--- config.mk ---
export PLATFORM = sky130hd
export DESIGN_NAME = load_store_unit_flat
export DESIGN_NICKNAME = d
export VERILOG_FILES = /design/src/rtl/load_store_unit_if.sv /design/src/rtl/load_store_unit.sv /design/src/flat_wrapper.sv
export SDC_FILE = /design/constraint.sdc
export NUM_CORES = 1
export LEC_CHECK = 0
export ABC_CLOCK_PERIOD_IN_PS = 5100
export BUFFER_PORTS_ARGS = -buffer_cell sky130_fd_sc_hd__buf_2
export CAP_MARGIN = 25
export CORE_UTILIZATION = 35
export CTS_CLUSTER_DIAMETER = 200
export DETAILED_ROUTE_END_ITERATION = 10
export SETUP_SLACK_MARGIN = 0.3
export SYNTH_ARGS = -nofsm -noshare
export SYNTH_HDL_FRONTEND = slang
export SYNTH_SLANG_ARGS = --single-unit
--- constraint.sdc ---
create_clock -name clk -period 5.1 [get_ports clk]
set_input_delay 0 -clock clk [delete_from_list [all_inputs] [get_ports clk]]
set_output_delay 0 -clock clk [all_outputs]
set_load 0.005 [all_outputs]
--- src/rtl/load_store_unit_if.sv ---
// Bundles the request, data-memory and response signals of the load/store unit.
// "master" is the unit side; "slave" is the execute-stage / memory / writeback side.
interface load_store_unit_if;
  logic        req_valid;
  logic        req_ready;
  logic        req_we;
  logic [2:0]  req_funct3;
  logic [31:0] req_addr;
  logic [31:0] req_wdata;

  logic [31:0] mem_addr;
  logic [3:0]  mem_be;
  logic [31:0] mem_wdata;
  logic        mem_we;
  logic        mem_re;
  logic [31:0] mem_rdata;
  logic        mem_ack;
  logic        mem_err;

  logic        rsp_valid;
  logic [31:0] rsp_rdata;
  logic        rsp_misaligned;
  logic        rsp_fault;

  modport master (
    input  req_valid, req_we, req_funct3, req_addr, req_wdata,
    input  mem_rdata, mem_ack, mem_err,
    output req_ready,
    output mem_addr, mem_be, mem_wdata, mem_we, mem_re,
    output rsp_valid, rsp_rdata, rsp_misaligned, rsp_fault
  );

  modport slave (
    output req_valid, req_we, req_funct3, req_addr, req_wdata,
    output mem_rdata, mem_ack, mem_err,
    input  req_ready,
    input  mem_addr, mem_be, mem_wdata, mem_we, mem_re,
    input  rsp_valid, rsp_rdata, rsp_misaligned, rsp_fault
  );
endinterface

--- src/rtl/load_store_unit.sv ---
// RV32I load/store unit: request legality checks, lane steering, a single
// outstanding data-memory access with timeout, and registered response.
module load_store_unit #(
  parameter int unsigned MEM_WORDS = 2048,
  parameter int unsigned TIMEOUT   = 16
) (
  input  logic              clk,
  input  logic              rst_n,
  load_store_unit_if.master bus
);

  typedef enum logic [1:0] {
    IDLE,
    WAIT,
    RESP
  } state_t;

  localparam int unsigned CW         = $clog2(TIMEOUT) + 1;
  localparam logic [32:0] ADDR_LIMIT = 33'(4 * MEM_WORDS);

  state_t        state;
  state_t        state_next;
  logic [CW-1:0] count;
  logic [2:0]    funct3_q;
  logic [1:0]    lane_q;
  logic          we_q;

  logic [1:0]    size;
  logic          funct3_ok;
  logic          mis_chk;
  logic          out_of_range;
  logic          illegal;
  logic [3:0]    be;
  logic [31:0]   wdata;
  logic          timeout_hit;

  logic [7:0]    byte_sel;
  logic [15:0]   half_sel;
  logic [31:0]   load_data;

  assign bus.req_ready = (state == IDLE);

  // Request decode; funct3[1:0] gives the access width, funct3[2] the unsigned flag.
  always_comb begin
    size         = bus.req_funct3[1:0];
    if (bus.req_we)
      funct3_ok  = !bus.req_funct3[2] && (size != 2'b11);
    else
      funct3_ok  = (size != 2'b11) && (bus.req_funct3 != 3'b110);
    mis_chk      = funct3_ok &&
                   (((size == 2'b01) && bus.req_addr[0]) ||
                    ((size == 2'b10) && (bus.req_addr[1:0] != 2'b00)));
    out_of_range = ({1'b0, bus.req_addr} >= ADDR_LIMIT);
    illegal      = !funct3_ok || mis_chk || out_of_range;
    case (size)
      2'b00: begin
        be    = 4'b0001 << bus.req_addr[1:0];
        wdata = {4{bus.req_wdata[7:0]}};
      end
      2'b01: begin
        be    = bus.req_addr[1] ? 4'b1100 : 4'b0011;
        wdata = {2{bus.req_wdata[15:0]}};
      end
      default: begin
        be    = 4'b1111;
        wdata = bus.req_wdata;
      end
    endcase
  end

  always_comb begin
    case (lane_q)
      2'd0:    byte_sel = bus.mem_rdata[7:0];
      2'd1:    byte_sel = bus.mem_rdata[15:8];
      2'd2:    byte_sel = bus.mem_rdata[23:16];
      default: byte_sel = bus.mem_rdata[31:24];
    endcase
    half_sel = lane_q[1] ? bus.mem_rdata[31:16] : bus.mem_rdata[15:0];
    case (funct3_q)
      3'b000:  load_data = {{24{byte_sel[7]}}, byte_sel};
      3'b001:  load_data = {{16{half_sel[15]}}, half_sel};
      3'b100:  load_data = {24'd0, byte_sel};
      3'b101:  load_data = {16'd0, half_sel};
      default: load_data = bus.mem_rdata;
    endcase
  end

  // Counter holds the number of completed WAIT cycles; give up once it would reach TIMEOUT-1.
  assign timeout_hit = (count == CW'(TIMEOUT - 2));

  always_ff @(posedge clk or negedge rst_n) begin
    if (!rst_n) state <= IDLE;
    else        state <= state_next;
  end

  always_comb begin
    state_next = state;
    case (state)
      IDLE: if (bus.req_valid) state_next = illegal ? RESP : WAIT;
      WAIT: if (bus.mem_ack || timeout_hit) state_next = RESP;
      RESP: state_next = IDLE;
      default: state_next = IDLE;
    endcase
  end

  always_ff @(posedge clk or negedge rst_n) begin
    if (!rst_n) begin
      count              <= '0;
      funct3_q           <= '0;
      lane_q             <= '0;
      we_q               <= 1'b0;
      bus.mem_addr       <= '0;
      bus.mem_be         <= '0;
      bus.mem_wdata      <= '0;
      bus.mem_we         <= 1'b0;
      bus.mem_re         <= 1'b0;
      bus.rsp_valid      <= 1'b0;
      bus.rsp_rdata      <= '0;
      bus.rsp_misaligned <= 1'b0;
      bus.rsp_fault      <= 1'b0;
    end else begin
      bus.rsp_valid <= 1'b0;
      case (state)
        IDLE: begin
          if (bus.req_valid) begin
            funct3_q <= bus.req_funct3;
            lane_q   <= bus.req_addr[1:0];
            we_q     <= bus.req_we;
            count    <= '0;
            if (illegal) begin
              bus.rsp_valid      <= 1'b1;
              bus.rsp_rdata      <= '0;
              bus.rsp_misaligned <= mis_chk;
              bus.rsp_fault      <= !funct3_ok || out_of_range;
            end else begin
              bus.mem_addr  <= {bus.req_addr[31:2], 2'b00};
              bus.mem_be    <= be;
              bus.mem_wdata <= bus.req_we ? wdata : '0;
              bus.mem_we    <= bus.req_we;
              bus.mem_re    <= !bus.req_we;
            end
          end
        end
        WAIT: begin
          count <= count + CW'(1);
          if (bus.mem_ack) begin
            bus.mem_we         <= 1'b0;
            bus.mem_re         <= 1'b0;
            bus.rsp_valid      <= 1'b1;
            bus.rsp_rdata      <= (bus.mem_err || we_q) ? '0 : load_data;
            bus.rsp_misaligned <= 1'b0;
            bus.rsp_fault      <= bus.mem_err;
          end else if (timeout_hit) begin
            bus.mem_we         <= 1'b0;
            bus.mem_re         <= 1'b0;
            bus.rsp_valid      <= 1'b1;
            bus.rsp_rdata      <= '0;
            bus.rsp_misaligned <= 1'b0;
            bus.rsp_fault      <= 1'b1;
          end
        end
        default: ;
      endcase
    end
  end

endmodule

--- src/flat_wrapper.sv ---
// flat-port wrapper written by rule: the top's interface ports become plain ports
module load_store_unit_flat 
#(
  parameter int unsigned MEM_WORDS = 2048,
  parameter int unsigned TIMEOUT   = 16
)
  (clk, rst_n, bus_req_valid, bus_req_we, bus_req_funct3, bus_req_addr, bus_req_wdata, bus_mem_rdata, bus_mem_ack, bus_mem_err, bus_req_ready, bus_mem_addr, bus_mem_be, bus_mem_wdata, bus_mem_we, bus_mem_re, bus_rsp_valid, bus_rsp_rdata, bus_rsp_misaligned, bus_rsp_fault);
  load_store_unit_if bus_i ();
  input  logic clk;
  input  logic rst_n;
  input wire logic [$bits(bus_i.req_valid)-1:0] bus_req_valid;
  input wire logic [$bits(bus_i.req_we)-1:0] bus_req_we;
  input wire logic [$bits(bus_i.req_funct3)-1:0] bus_req_funct3;
  input wire logic [$bits(bus_i.req_addr)-1:0] bus_req_addr;
  input wire logic [$bits(bus_i.req_wdata)-1:0] bus_req_wdata;
  input wire logic [$bits(bus_i.mem_rdata)-1:0] bus_mem_rdata;
  input wire logic [$bits(bus_i.mem_ack)-1:0] bus_mem_ack;
  input wire logic [$bits(bus_i.mem_err)-1:0] bus_mem_err;
  output wire logic [$bits(bus_i.req_ready)-1:0] bus_req_ready;
  output wire logic [$bits(bus_i.mem_addr)-1:0] bus_mem_addr;
  output wire logic [$bits(bus_i.mem_be)-1:0] bus_mem_be;
  output wire logic [$bits(bus_i.mem_wdata)-1:0] bus_mem_wdata;
  output wire logic [$bits(bus_i.mem_we)-1:0] bus_mem_we;
  output wire logic [$bits(bus_i.mem_re)-1:0] bus_mem_re;
  output wire logic [$bits(bus_i.rsp_valid)-1:0] bus_rsp_valid;
  output wire logic [$bits(bus_i.rsp_rdata)-1:0] bus_rsp_rdata;
  output wire logic [$bits(bus_i.rsp_misaligned)-1:0] bus_rsp_misaligned;
  output wire logic [$bits(bus_i.rsp_fault)-1:0] bus_rsp_fault;
  assign bus_i.req_valid = bus_req_valid;
  assign bus_i.req_we = bus_req_we;
  assign bus_i.req_funct3 = bus_req_funct3;
  assign bus_i.req_addr = bus_req_addr;
  assign bus_i.req_wdata = bus_req_wdata;
  assign bus_i.mem_rdata = bus_mem_rdata;
  assign bus_i.mem_ack = bus_mem_ack;
  assign bus_i.mem_err = bus_mem_err;
  assign bus_req_ready = bus_i.req_ready;
  assign bus_mem_addr = bus_i.mem_addr;
  assign bus_mem_be = bus_i.mem_be;
  assign bus_mem_wdata = bus_i.mem_wdata;
  assign bus_mem_we = bus_i.mem_we;
  assign bus_mem_re = bus_i.mem_re;
  assign bus_rsp_valid = bus_i.rsp_valid;
  assign bus_rsp_rdata = bus_i.rsp_rdata;
  assign bus_rsp_misaligned = bus_i.rsp_misaligned;
  assign bus_rsp_fault = bus_i.rsp_fault;
  load_store_unit #(.MEM_WORDS(MEM_WORDS), .TIMEOUT(TIMEOUT)) u_core (.clk(clk), .rst_n(rst_n), .bus(bus_i));
endmodule
; ---- Word level (Yosys, flattened, before mapping)
; Index checks and enable logic that the tools add are counted.
[classes]
add_sub_neg = 1
mux = 41
shifts = 1
n_reduce_logical = 26
n_eq_ne = 16
n_lt_le_gt_ge = 1
bitwise_logic = 1
[op_table]
columns = operator, n
row1 = 32-bit 2-to-1 mux, 6
row2 = 32-bit one-hot mux with 2 select lines, 2
row3 = 32-bit one-hot mux with 4 select lines, 1
row4 = "32-bit by 14-bit greater-or-equal comparator with 1-bit output, second input constant", 1
row5 = 8-bit one-hot mux with 3 select lines, 1
row6 = 1-bit 2-to-1 mux, 17
row7 = 16-bit 2-to-1 mux, 1
row8 = 1-bit one-hot mux with 2 select lines, 5
row9 = 5-bit one-hot mux with 2 select lines, 1
row10 = 4-bit one-hot mux with 2 select lines, 1
row11 = 4-bit AND reduction, 2
row12 = "2-bit by 1-bit equality test with 1-bit output, second input constant", 3
row13 = "3-bit equality test, second input constant", 2
row14 = 2-bit zero test, 3
row15 = 1-bit logical OR, 6
row16 = 2-bit 2-to-1 mux, 3
row17 = "2-bit != test, second input constant", 3
row18 = 2-bit AND reduction, 3
row19 = "5-bit by 1-bit adder with 5-bit output, second input constant", 1
row20 = "5-bit by 4-bit equality test with 1-bit output, second input constant", 1
row21 = 1-bit logical AND, 5
row22 = 5-bit 2-to-1 mux, 1
row23 = "2-bit equality test, second input constant", 2
row24 = 4-bit 2-to-1 mux, 1
row25 = 11 further kinds, 15
[totals]
word_cells = 101
in_bits = 105
out_inout_bits = 106
ff_bits = 116

; ---- Depth between registers and ports, before layout
; Gate-level depths: netlist (run 1).
[logic_depth]
depth_word = 9
depth_mapped = 8
ltp_nobuf = 6

; ---- Least setup slack after synthesis (run 1)
; Ideal clock, no wire load.
[synth_timing]
path_type = reg2reg
startpoint = register u_core.lane_q[1]
endpoint = register u_core.bus.rsp_rdata[22]
t_required_ns = 4.979
setup_slack_ns = 3.425
synth_period_minus_slack_ns = 1.675
setup_ns = 0.121
path_stages_with_launch = 8
path_buffers = 2
arrival_ns = 1.553
cell_sequence = dfrtp_1 > buf_6 > mux4_2 > o311ai_4 > o211ai_4 > nand2_4 > buf_8 > o2bb2ai_1
[synth_via]
elab_chain_len = 6
elab_cells_between_ends = 9
classes_between = 2 x eq/ne / 6 x mux / 1 x reduce/logical
[synth_rtl]
columns = item, line
row1 = from (decl), load_store_unit.sv:25  ; logic [1:0] lane_q;
row2 = from (signal assigned), load_store_unit.sv:127  ; lane_q <= bus.req_addr[1:0];
row3 = "2-bit equality test, or another cell as far along", load_store_unit.sv:72  ; case (lane_q)
row4 = 8-bit one-hot mux with 3 select lines, load_store_unit.sv:72
row5 = 32-bit one-hot mux with 4 select lines (*), load_store_unit.sv:79  ; case (funct3_q)
row6 = 32-bit 2-to-1 mux (*), load_store_unit.sv:150  ; bus.rsp_rdata <= (bus.mem_err || we_q) ? '0 : load_data;
row7 = 32-bit 2-to-1 mux (*), load_store_unit.sv:146  ; if (bus.mem_ack) begin
row8 = 32-bit one-hot mux with 2 select lines (*), load_store_unit.sv:123  ; case (state)
row9 = to (signal assigned), load_store_unit.sv:150
row10 = to (decl), load_store_unit_if.sv:30  ; output rsp_valid, rsp_rdata, rsp_misaligned, rsp_fault
; Every way passes the cells marked *; elsewhere a longest branch is shown, timed or not.
; A chain may end at the register's enable or synchronous reset.

; ---- Worst setup path after layout (run 1)
[layout_timing]
startpoint = register u_core.count[0]
endpoint = register u_core.bus.rsp_misaligned
[layout_via]
elab_chain_len = 3
[layout_rtl]
columns = item, line
row1 = from (decl), load_store_unit.sv:23  ; logic [CW-1:0] count;
row2 = from (signal assigned), load_store_unit.sv:145  ; count <= count + CW'(1);
row3 = 5-bit by 4-bit equality test with 1-bit output, load_store_unit.sv:89  ; assign timeout_hit = (count == CW'(TIMEOUT - 2));
row4 = 3-bit by 2-bit != test with 1-bit output (no source line), -
row5 = 4-bit AND reduction (no source line), -
row6 = to (signal assigned), load_store_unit.sv:133  ; bus.rsp_misaligned <= mis_chk;
row7 = to (decl), load_store_unit_if.sv:30
; Every way passes these cells.

==> results of run 1 <==
## power by group
| part | internal (µW) | switching (µW) |
|---|---|---|
| combinational | 125 | 134 |
| clock | 681 | 461 |
| sequential | 929 | 20.0 |
| total | 1740 | 614 |
## through the flow
step | hold slack [ps] | util [%]
floorplan | -295.6 | -
global placement | 14.89 | 42.90
detailed placement | 22.11 | 42.90
CTS | 6.430 | 51.59
global route | 40.60 | 51.77
finish | 29.75 | 51.77
## worst register-to-register path, delay by kind of cell (launching register included)
family,cells,cell delay (ps)
AOI/OAI and AO/OA,2,1100
and+or+nand+nor,1,120
DFF,1,400
muxes,1,420
buffers and inverters,1,60
adders and majority gates,1,190
## layer usage
metal / global-route usage (%) / up-vias / wire (µm) / part of all wire (%)
met3: 5.567 / 35 / 1127 / 7.0
met5: 0 / - / 0 / 0
met4: 9.709 / 0 / 405 / 2.5
met2: 34.32 / 224 / 7586 / 47
li1: - / 2419 / - / -
met1: 25.59 / 2443 / 6949 / 43
## flip-flops by register name, summed over array words and instances, names as in the netlist
| register | count |
|---|---|
| u_core.bus.rsp_misaligned | 1 |
| u_core.bus.rsp_valid | 1 |
| u_core.bus.mem_we | 1 |
| u_core.bus.mem_addr | 30 |
| u_core.funct3_q | 3 |
| u_core.lane_q | 2 |
| u_core.bus.mem_be | 4 |
| u_core.we_q | 1 |
| u_core.bus.mem_wdata | 32 |
| u_core.bus.rsp_rdata | 32 |
| u_core.state | 2 |
| u_core.bus.mem_re | 1 |
| u_core.count | 5 |
| u_core.bus.rsp_fault | 1 |
## cell families after synthesis
kind of cell,share of synthesized area [%]
other,0.06899
multiplexers,7.044
adder cells (fa/ha/maj),0.4603
buffers and inverters,4.535
flip-flops,53.41
AO/OA/AOI/OAI,14.23
AND/OR/NAND/NOR,20.10
XOR/XNOR,0.1612
## path summary, 6_finish.rpt
kind                                         start                   endpoint  slack (ps)  cells after the start
max                                u_core.count[0]  u_core.bus.rsp_misaligned        2690                      6
min                               bus_mem_rdata[2]    u_core.bus.rsp_rdata[2]          30                      4
max reg2reg                        u_core.count[0]  u_core.bus.rsp_misaligned        2690                      6
min reg2reg                u_core.bus.mem_wdata[0]    u_core.bus.mem_wdata[0]         460                      2
max in group asynchronous                    rst_n   u_core.bus.mem_wdata[10]        3880                      4
min in group asynchronous                    rst_n       u_core.bus.rsp_valid         110                      2
## synthesized netlist by cell type (7+ instances only)
| cell | count | area [µm²] |
|---|---|---|
| clkbuf_1 | 16 | 60.06 |
| dfrtp_1 | 116 | 2903 |
| o21a_1 | 7 | 52.55 |
| o2bb2ai_1 | 22 | 192.7 |
| nand2_1 | 117 | 439.2 |
| and2_1 | 26 | 162.7 |
| a21o_1 | 11 | 82.58 |
| o21ai_0 | 35 | 175.2 |
| mux2_2 | 24 | 270.3 |
| inv_1 | 9 | 33.78 |
| buf_2 | 10 | 50.05 |
| nor2_1 | 32 | 120.1 |
| mux2i_1 | 9 | 90.09 |
| nand3_1 | 39 | 195.2 |
## area by class of cell
type / count / area, µm² / area share (%)
repair buffers: 286 / 1837 / 23.34
well taps: 188 / 235.2 / 2.989
flip-flops and latches: 116 / 2903 / 36.88
multi-input cells: 384 / 2291 / 29.11
clock buffers: 17 / 425.4 / 5.405
inverters: 9 / 33.78 / 0.4293
clock inverters: 15 / 145.1 / 1.844
## repair_timing
action                                 4_1_cts  5_1_grt
setup endpoints to repair                    0        0
hold buffers                                75        0
endpoints found under the hold margin      117        0
gates resized for setup                      0        0
## cell usage in the layout, fill, tap and decap left out, types with 22 or more instances in the layout
master,n
buf_2,207
nand2_1,117
mux2_2,24
o2bb2ai_1,22
and2_1,26
nand3_1,39
nor2_1,32
dfrtp_1,116
o21ai_0,35
dlygate4sd3_1,75
==> impl_metrics.json, run 1 <==
{
  "outcome": "complete, but fails checks",
  "violations": "DRC",
  "instances_no_fill": 1015,
  "grt_pass1_vias": 5151,
  "grt_first_pass_wirelength_um": 26090,
  "drive_gt1_share_pct": 33.49,
  "worst_slack_ps": 2691,
  "hold_path.class": "in2reg",
  "clockBufferDepth": 2,
  "die_h_um": 126.6,
  "wl_per_cell_um": 15.83,
  "ys.flop_type": "dfrtp_1",
  "drt_wl_total_um": 16070,
  "viasPerCell": 5.045,
  "crit_type": "reg2reg",
  "period_share_pct": 47.24,
  "grt_max_degree": 77,
  "leakagePower_uw": 0.004261,
  "syn_area_um2": 5435,
  "ys_ff_latch": 116,
  "avgSynthCellArea_um2": 9.955,
  "post-route-cell-area_um2": 7870,
  "synth_edf_count": 0,
  "grt.overflow.total": 0,
  "gp_congestion": 0.8693,
  "fillCellCount": 1418,
  "cp_max_fo": 36,
  "async_flop_share_pct": 100.0,
  "initial_utilization_pct": 35.75,
  "end_kind": "flip-flop",
  "synth.distinct_cells": 46,
  "insertedDiodeCount": 0,
  "core_um2": 15200,
  "drt_iter0_markers": 249,
  "worstMarginPinSlew_ps": 1040,
  "fin_nets": 921,
  "yosys_warnings": 0,
  "area_growth_pct": 44.80,
  "rsz0062_at_grt": "false",
  "peakVddDrop_mv": 0.2334,
  "start_kind": "flip-flop",
  "hpwl_um": 10820,
  "dpl_worst_slack_ps": 2702,
  "maxCapViolCount": 0,
  "clk_pin_slew_ps": 60,
  "slew_viol_final": 0,
  "grt_usage_pct": 20.86,
  "drc": 2,
  "finalClockSkew_ps": 7.900,
  "dr.pass1.iters": 8,
  "numClockSinks": 116,
  "max_stage_delay_ps": 800,
  "cp.required_ps": 5390,
  "tritoncts": "done",
  "cts_setup_buffers": 0,
  "core.rowCount": 45,
  "fp.dieArea_um2": 16030,
  "antenna_found_initial": 0,
  "setup_viol": 0,
  "crit_family": "compound AO/OA/AOI/OAI gates",
  "crit_slowest_cell": "a21oi_4",
  "ant_nets": 0,
  "dpl-instance-area_um2": 6521,
  "cp_num_buf_inv": 1,
  "fin_setup_tns_ps": 0,
  "min_period_ps": 2409,
  "cts_inserted_buffers": 17,
  "ys_seq_area_share_pct": 53.41,
  "fmax_mhz": 415.1,
  "finalPower_uw": 2349,
  "relSlewSlack_pct": 30.49,
  "clockRootBuffer": "clkbuf_16",
  "cp_cell_sequence": "inv_1 > ha_1 > a41oi_1 > nor2_1 > a21oi_4 > mux2_2",
  "dr_total_vias": 5121,
  "port_buffers": 208,
  "die_w_um": 126.6,
  "io_pins": 211,
  "htree_levels": 4,
  "dp.cells": 907,
  "insertion_delay_ps": 410,
  "worst_ep_arrival_time_ps": 2700,
  "hold_viol_final": 0,
  "postSynthCellCount": 546,
  "power_density_nw_per_um2": 298.5
}
No activity file was read; power rests on OpenSTA's default activity.
==> run 2, diff against run 1 <==
ABC_CLOCK_PERIOD_IN_PS = 2000   (was 5100)
clock period = 2 ns   (was 5.1 ns; I/O delays follow)
==> impl_metrics.json, run 2 (synthesis results as in run 1) <==
{
  "period_share_pct": 84.12,
  "die_h_um": 126.6,
  "port_buffers": 208,
  "io_pins": 211,
  "clk_pin_slew_ps": 60,
  "grt_usage_pct": 21.38,
  "cp_num_buf_inv": 2,
  "dr_total_vias": 5264,
  "wl_per_cell_um": 16.63,
  "worst_ep_arrival_time_ps": 1970,
  "largest_registers": "u_core.bus.mem_wdata (32), u_core.bus.rsp_rdata (32), u_core.bus.mem_addr (30)",
  "drive_gt1_share_pct": 36.74,
  "leakagePower_uw": 0.004426,
  "grt_first_pass_wirelength_um": 26520,
  "drc": 0,
  "cp.required_ps": 2290,
  "gp_congestion": 0.8982,
  "viasPerCell": 5.062,
  "crit_slowest_cell": "dfrtp_1",
  "drt_wl_total_um": 17290,
  "initial_utilization_pct": 35.75,
  "finalClockSkew_ps": 8.722,
  "core.rowCount": 45,
  "layout_common_cells": "buf_2 (207), nand2_1 (117), dfrtp_1 (114)",
  "dpl-instance-area_um2": 6676,
  "rsz0062_at_grt": "true",
  "fin_nets": 946,
  "clockBufferDepth": 2,
  "core_um2": 15200,
  "peakVddDrop_mv": 0.5330,
  "max_stage_delay_ps": 400,
  "fmax_mhz": 594.4,
  "cts_inserted_buffers": 17,
  "insertion_delay_ps": 410,
  "end_kind": "flip-flop",
  "hold_viol_final": 0,
  "ant_nets": 0,
  "grt_max_degree": 71,
  "insertedDiodeCount": 0,
  "die_w_um": 126.6,
  "antenna_found_initial": 0,
  "fp.dieArea_um2": 16030,
  "min_period_ps": 1682,
  "area_growth_pct": 50.53,
  "numClockSinks": 116,
  "final_util_pct": 53.82,
  "outcome": "finished, final reports clean",
  "crit_family": "compound AO/OA/AOI/OAI gates",
  "cp_cell_sequence": "inv_1 > ha_2 > a41oi_2 > nor2_2 > a21oi_4 > buf_6 > mux2_2",
  "slew_viol_final": 0,
  "hpwl_um": 11200,
  "cp_max_fo": 5,
  "grt.overflow.total": 0,
  "drt_iter0_markers": 333,
  "crit_type": "reg2reg",
  "maxCapViolCount": 0,
  "final_common_cell": "buf_2",
  "clockRootBuffer": "clkbuf_16",
  "post-route-cell-area_um2": 8182,
  "tritoncts": "done",
  "grt_pass1_vias": 5298,
  "htree_levels": 4,
  "fin_setup_tns_ps": 0,
  "dr.pass1.iters": 4,
  "setup_viol": 0,
  "start_kind": "flip-flop",
  "hold_path.class": "in2reg",
  "power_density_nw_per_um2": 743.4
}
-- run 2: cell types whose count changed in the layout (fill, tap and decap cells not counted), moves of 3 or more --
| cell | previous run | this run |
|---|---|---|
| inv_6 | 8 | 5 |
| clkinv_4 | 2 | 5 |
| buf_6 | 0 | 3 |
| buf_12 | 0 | 4 |
| buf_4 | 3 | 19 |
-- run 2: area by class of cell --
cell class	instances	area, µm²
fillers	1369	7020
inverters	9	33.78
clock buffers	17	425.4
well taps	188	235.2
repair buffers	310	2093
clock inverters	15	148.9
multi-input cells	385	2340
flip-flops and latches	116	2905
-- run 2: what timing repair did --
item,CTS,global route
endpoints found under the hold margin,190,1
endpoints found under the setup margin,19,84
pin swaps,1,4
resized for setup,2,13
setup buffers,0,8
gates cloned,1,3
hold buffers,74,1
-- run 2: final timing paths --
| kind | startpoint | endpoint | slack (ps) | cells past startpoint |
|---|---|---|---|---|
| setup / recovery | u_core.count[0] | u_core.bus.rsp_misaligned | 320 | 7 |
| hold / removal | bus_mem_rdata[5] | u_core.bus.rsp_rdata[5] | 30 | 4 |
| setup reg to reg | u_core.count[0] | u_core.bus.rsp_misaligned | 320 | 7 |
| hold reg to reg | u_core.bus.mem_wdata[0] | u_core.bus.mem_wdata[0] | 460 | 2 |
| max in group asynchronous | rst_n | u_core.bus.rsp_rdata[5] | 510 | 4 |
| min in group asynchronous | rst_n | u_core.bus.rsp_rdata[26] | 530 | 3 |
-- run 2: worst min-delay path, stage by stage --
cell and delay, ps:
buf_2 90, nor2_1 100, a311oi_1 50, a21o_1 150
-- run 2: metal layers --
metal | up-vias | global-route usage (%) | share of wire, %
met3 | 18 | 6.200 | 6.4
met2 | 215 | 36.53 | 50
met5 | - | 0 | 0
li1 | 2483 | - | -
met4 | 0 | 7.512 | 1.5
met1 | 2548 | 25.70 | 42
-- run 2: per-stage QoR --
stage                     hold slack (ps)  worst slack (ps)  instances  total power (µW)
after detailed placement           -112.9             279.8        921              3038
after global routing                13.20             234.7       1040              6343
after CTS                           7.323             300.8       1028              6106
after global placement             -115.2             340.2        921              3026
final                               33.32             317.6       1040              6082
after floorplan                    -295.6             325.4        547              2762
-- run 2: where the power goes --
group	total, µW	switching (µW)	internal, µW
sequential	2410	34.0	2370
clock	2920	1180	1740
combinational	760	390	369
total	6080	1600	4480
==> run 3, diff against run 2 <==
ABC_AREA = 1   (was not set)
ABC_CLOCK_PERIOD_IN_PS = 1600   (was 2000)
clock period = 1.6 ns   (was 2 ns; I/O delays follow)
==> impl_metrics.json, run 3 <==
{
  "relSlewSlack_pct": 56.71,
  "die_w_um": 131.1,
  "synth_edf_count": 0,
  "dr.pass1.iters": 7,
  "leakagePower_uw": 0.005160,
  "instances_no_fill": 1280,
  "clockRootBuffer": "clkbuf_16",
  "yosys_warnings": 0,
  "yosys.area.top_type": "dfrtp_1",
  "port_buffers": 208,
  "fin_nets": 1158,
  "synthTopCellsByCount": "nand2_1 (199), dfrtp_1 (116), inv_1 (105)",
  "async_flop_share_pct": 100.0,
  "core_um2": 16060,
  "postSynthCellCount": 723,
  "syn_area_um2": 5833,
  "finalClockSkew_ps": 8.752,
  "fp.dieArea_um2": 17190,
  "clk_pin_slew_ps": 60,
  "grt_pass1_vias": 5965,
  "hpwl_um": 11850,
  "slew_viol_final": 0,
  "peakVddDrop_mv": 0.7309,
  "grt_usage_pct": 23.10,
  "setup_viol": 0,
  "timing.hold.ws_ps": 49.50,
  "clockBufferDepth": 2,
  "hold_path.class": "in2reg",
  "start_kind": "flip-flop",
  "worstMarginPinSlew_ps": 649.4,
  "ys.flop_type": "dfrtp_1",
  "largest_registers": "u_core.bus.mem_wdata (32), u_core.bus.rsp_rdata (32), u_core.bus.mem_addr (30)",
  "synth_most_common_cell": "nand2_1",
  "viasPerCell": 4.816,
  "drt_wl_total_um": 20220,
  "core.rowCount": 46,
  "period_share_pct": 90.47,
  "fmax_mhz": 690.9,
  "synth.distinct_cells": 38,
  "power_density_nw_per_um2": 832.8,
  "rsz0062_at_grt": "true",
  "cts_inserted_buffers": 17,
  "maxCapViolCount": 0,
  "die_h_um": 131.1,
  "insertedDiodeCount": 0,
  "crit_type": "reg2reg",
  "wl_per_cell_um": 15.80,
  "layout_common_cells": "buf_2 (207), nand2_1 (134), dfrtp_1 (114)",
  "final_common_cell": "buf_2",
  "cp.required_ps": 1910,
  "grt_max_degree": 117,
  "tritoncts": "done",
  "dr_total_vias": 6165,
  "drt_iter0_markers": 346,
  "ys_ff_latch": 116,
  "ys_seq_area_share_pct": 49.76,
  "min_period_ps": 1447,
  "fin_setup_tns_ps": 0,
  "htree_levels": 4,
  "initial_utilization_pct": 36.33,
  "outcome": "finished, final reports clean",
  "drc": 0,
  "drive_gt1_share_pct": 42.01,
  "ant_nets": 0,
  "synth_top_area_share_pct": 49.76,
  "grt.overflow.total": 0,
  "ys_top_cells_by_area": "dfrtp_1 (50%), nand2_1 (13%), inv_1 (6.8%)",
  "antenna_found_initial": 0,
  "cp_max_fo": 8,
  "end_kind": "flip-flop",
  "insertion_delay_ps": 430,
  "fillCellCount": 1416,
  "grt_first_pass_wirelength_um": 30030,
  "numClockSinks": 116,
  "worst_ep_arrival_time_ps": 1760,
  "dp.cells": 1136,
  "avgSynthCellArea_um2": 8.068,
  "hold_viol_final": 0,
  "gp_congestion": 0.8434,
  "area_growth_pct": 65.81,
  "io_pins": 211
}
-- run 3: changes by cell type after synthesis, sizes merged, moves of 7 or more --
cell,before,now
o21ai,36,78
mux2,24,0
o221ai,0,8
inv,9,109
nand4,4,18
and2,26,7
o2bb2ai,23,0
nand2,118,204
o2111ai,0,7
a21o,11,0
nand3,39,48
mux2i,9,0
o21a,7,0
a21oi,7,25
-- run 3: area by class of cell --
class	instances	area (µm²)	area share (%)
sequential	116	2905	30.04
multi-input combinational	463	2856	29.53
timing repair buffer	342	2610	26.99
clock buffer	18	429.2	4.437
inverter	111	424.2	4.386
tap	216	270.3	2.794
clock inverter	14	176.4	1.824
-- run 3: cells by family (layout without fill, tap and decap cells) --
| logic type | Yosys count | in the layout | share of synthesized area, % |
|---|---|---|---|
| other | 1 | 2 | 0.06429 |
| adder cells (fa/ha/maj) | 2 | 2 | 0.4289 |
| AO/OA/AOI/OAI | 141 | 141 | 14.05 |
| AND/OR/NAND/NOR | 316 | 318 | 24.28 |
| flip-flops | 116 | 116 | 49.76 |
| buffers and inverters | 147 | 485 | 11.41 |
-- run 3: worst max-delay path: stages (launching register included) --
cell and delay [ps]:
dfrtp_2 420, nor2_4 140, nand2_4 80, inv_6 80, buf_6 100, buf_6 100
nand2_8 90, clkbuf_16 200, nand3_1 60, nand2_1 50
-- run 3: metal layers --
layer	track usage, %	vias to the layer above	wire length, µm
li1	-	3017	-
met1	27.60	2905	8587
met2	39.53	212	9970
met3	6.494	31	1299
met4	8.654	0	361
met5	0	-	0
-- run 3: path summary, 6_finish.rpt --
check	from	endpoint	slack [ps]	cells after the start
worst max register to register	u_core.state[1]	u_core.bus.rsp_rdata[16]	150	9
worst min register to register	u_core.bus.mem_addr[19]	u_core.bus.mem_addr[19]	470	2
worst min-delay path	bus_mem_rdata[25]	u_core.bus.rsp_rdata[25]	50	5
max in group asynchronous	rst_n	u_core.bus.mem_be[2]	900	3
worst max-delay path	u_core.state[1]	u_core.bus.rsp_rdata[16]	150	9
min in group asynchronous	rst_n	u_core.bus.rsp_rdata[12]	200	3
-- run 3: power by group --
part           switching (µW)  total (µW)  internal (µW)
combinational             620        1100            482
sequential               28.7        2990           2960
clock                    1500        3960           2460
total                    2140        8050           5910
-- run 3: per-stage QoR --
step                power (µW)  setup WS (ps)  area [µm²]  util, %
floorplan                 3486          202.9        5947        -
global placement          3861          123.7        7223    44.98
detailed placement        3860          91.49        7223    44.98
CTS                       8036          153.9        9110    56.73
global route              8348          81.40        9672    60.23
finish                    8055          152.5        9672    60.23
-- run 3: timing repair --
| item | CTS | global route |
|---|---|---|
| hold buffers | 76 | 0 |
| gates resized for setup | 69 | 113 |
| gates cloned | 10 | 5 |
| pin swaps | 7 | 8 |
| setup endpoints to repair | 107 | 110 |
| hold endpoints to repair | 192 | 0 |
| setup buffers | 13 | 8 |
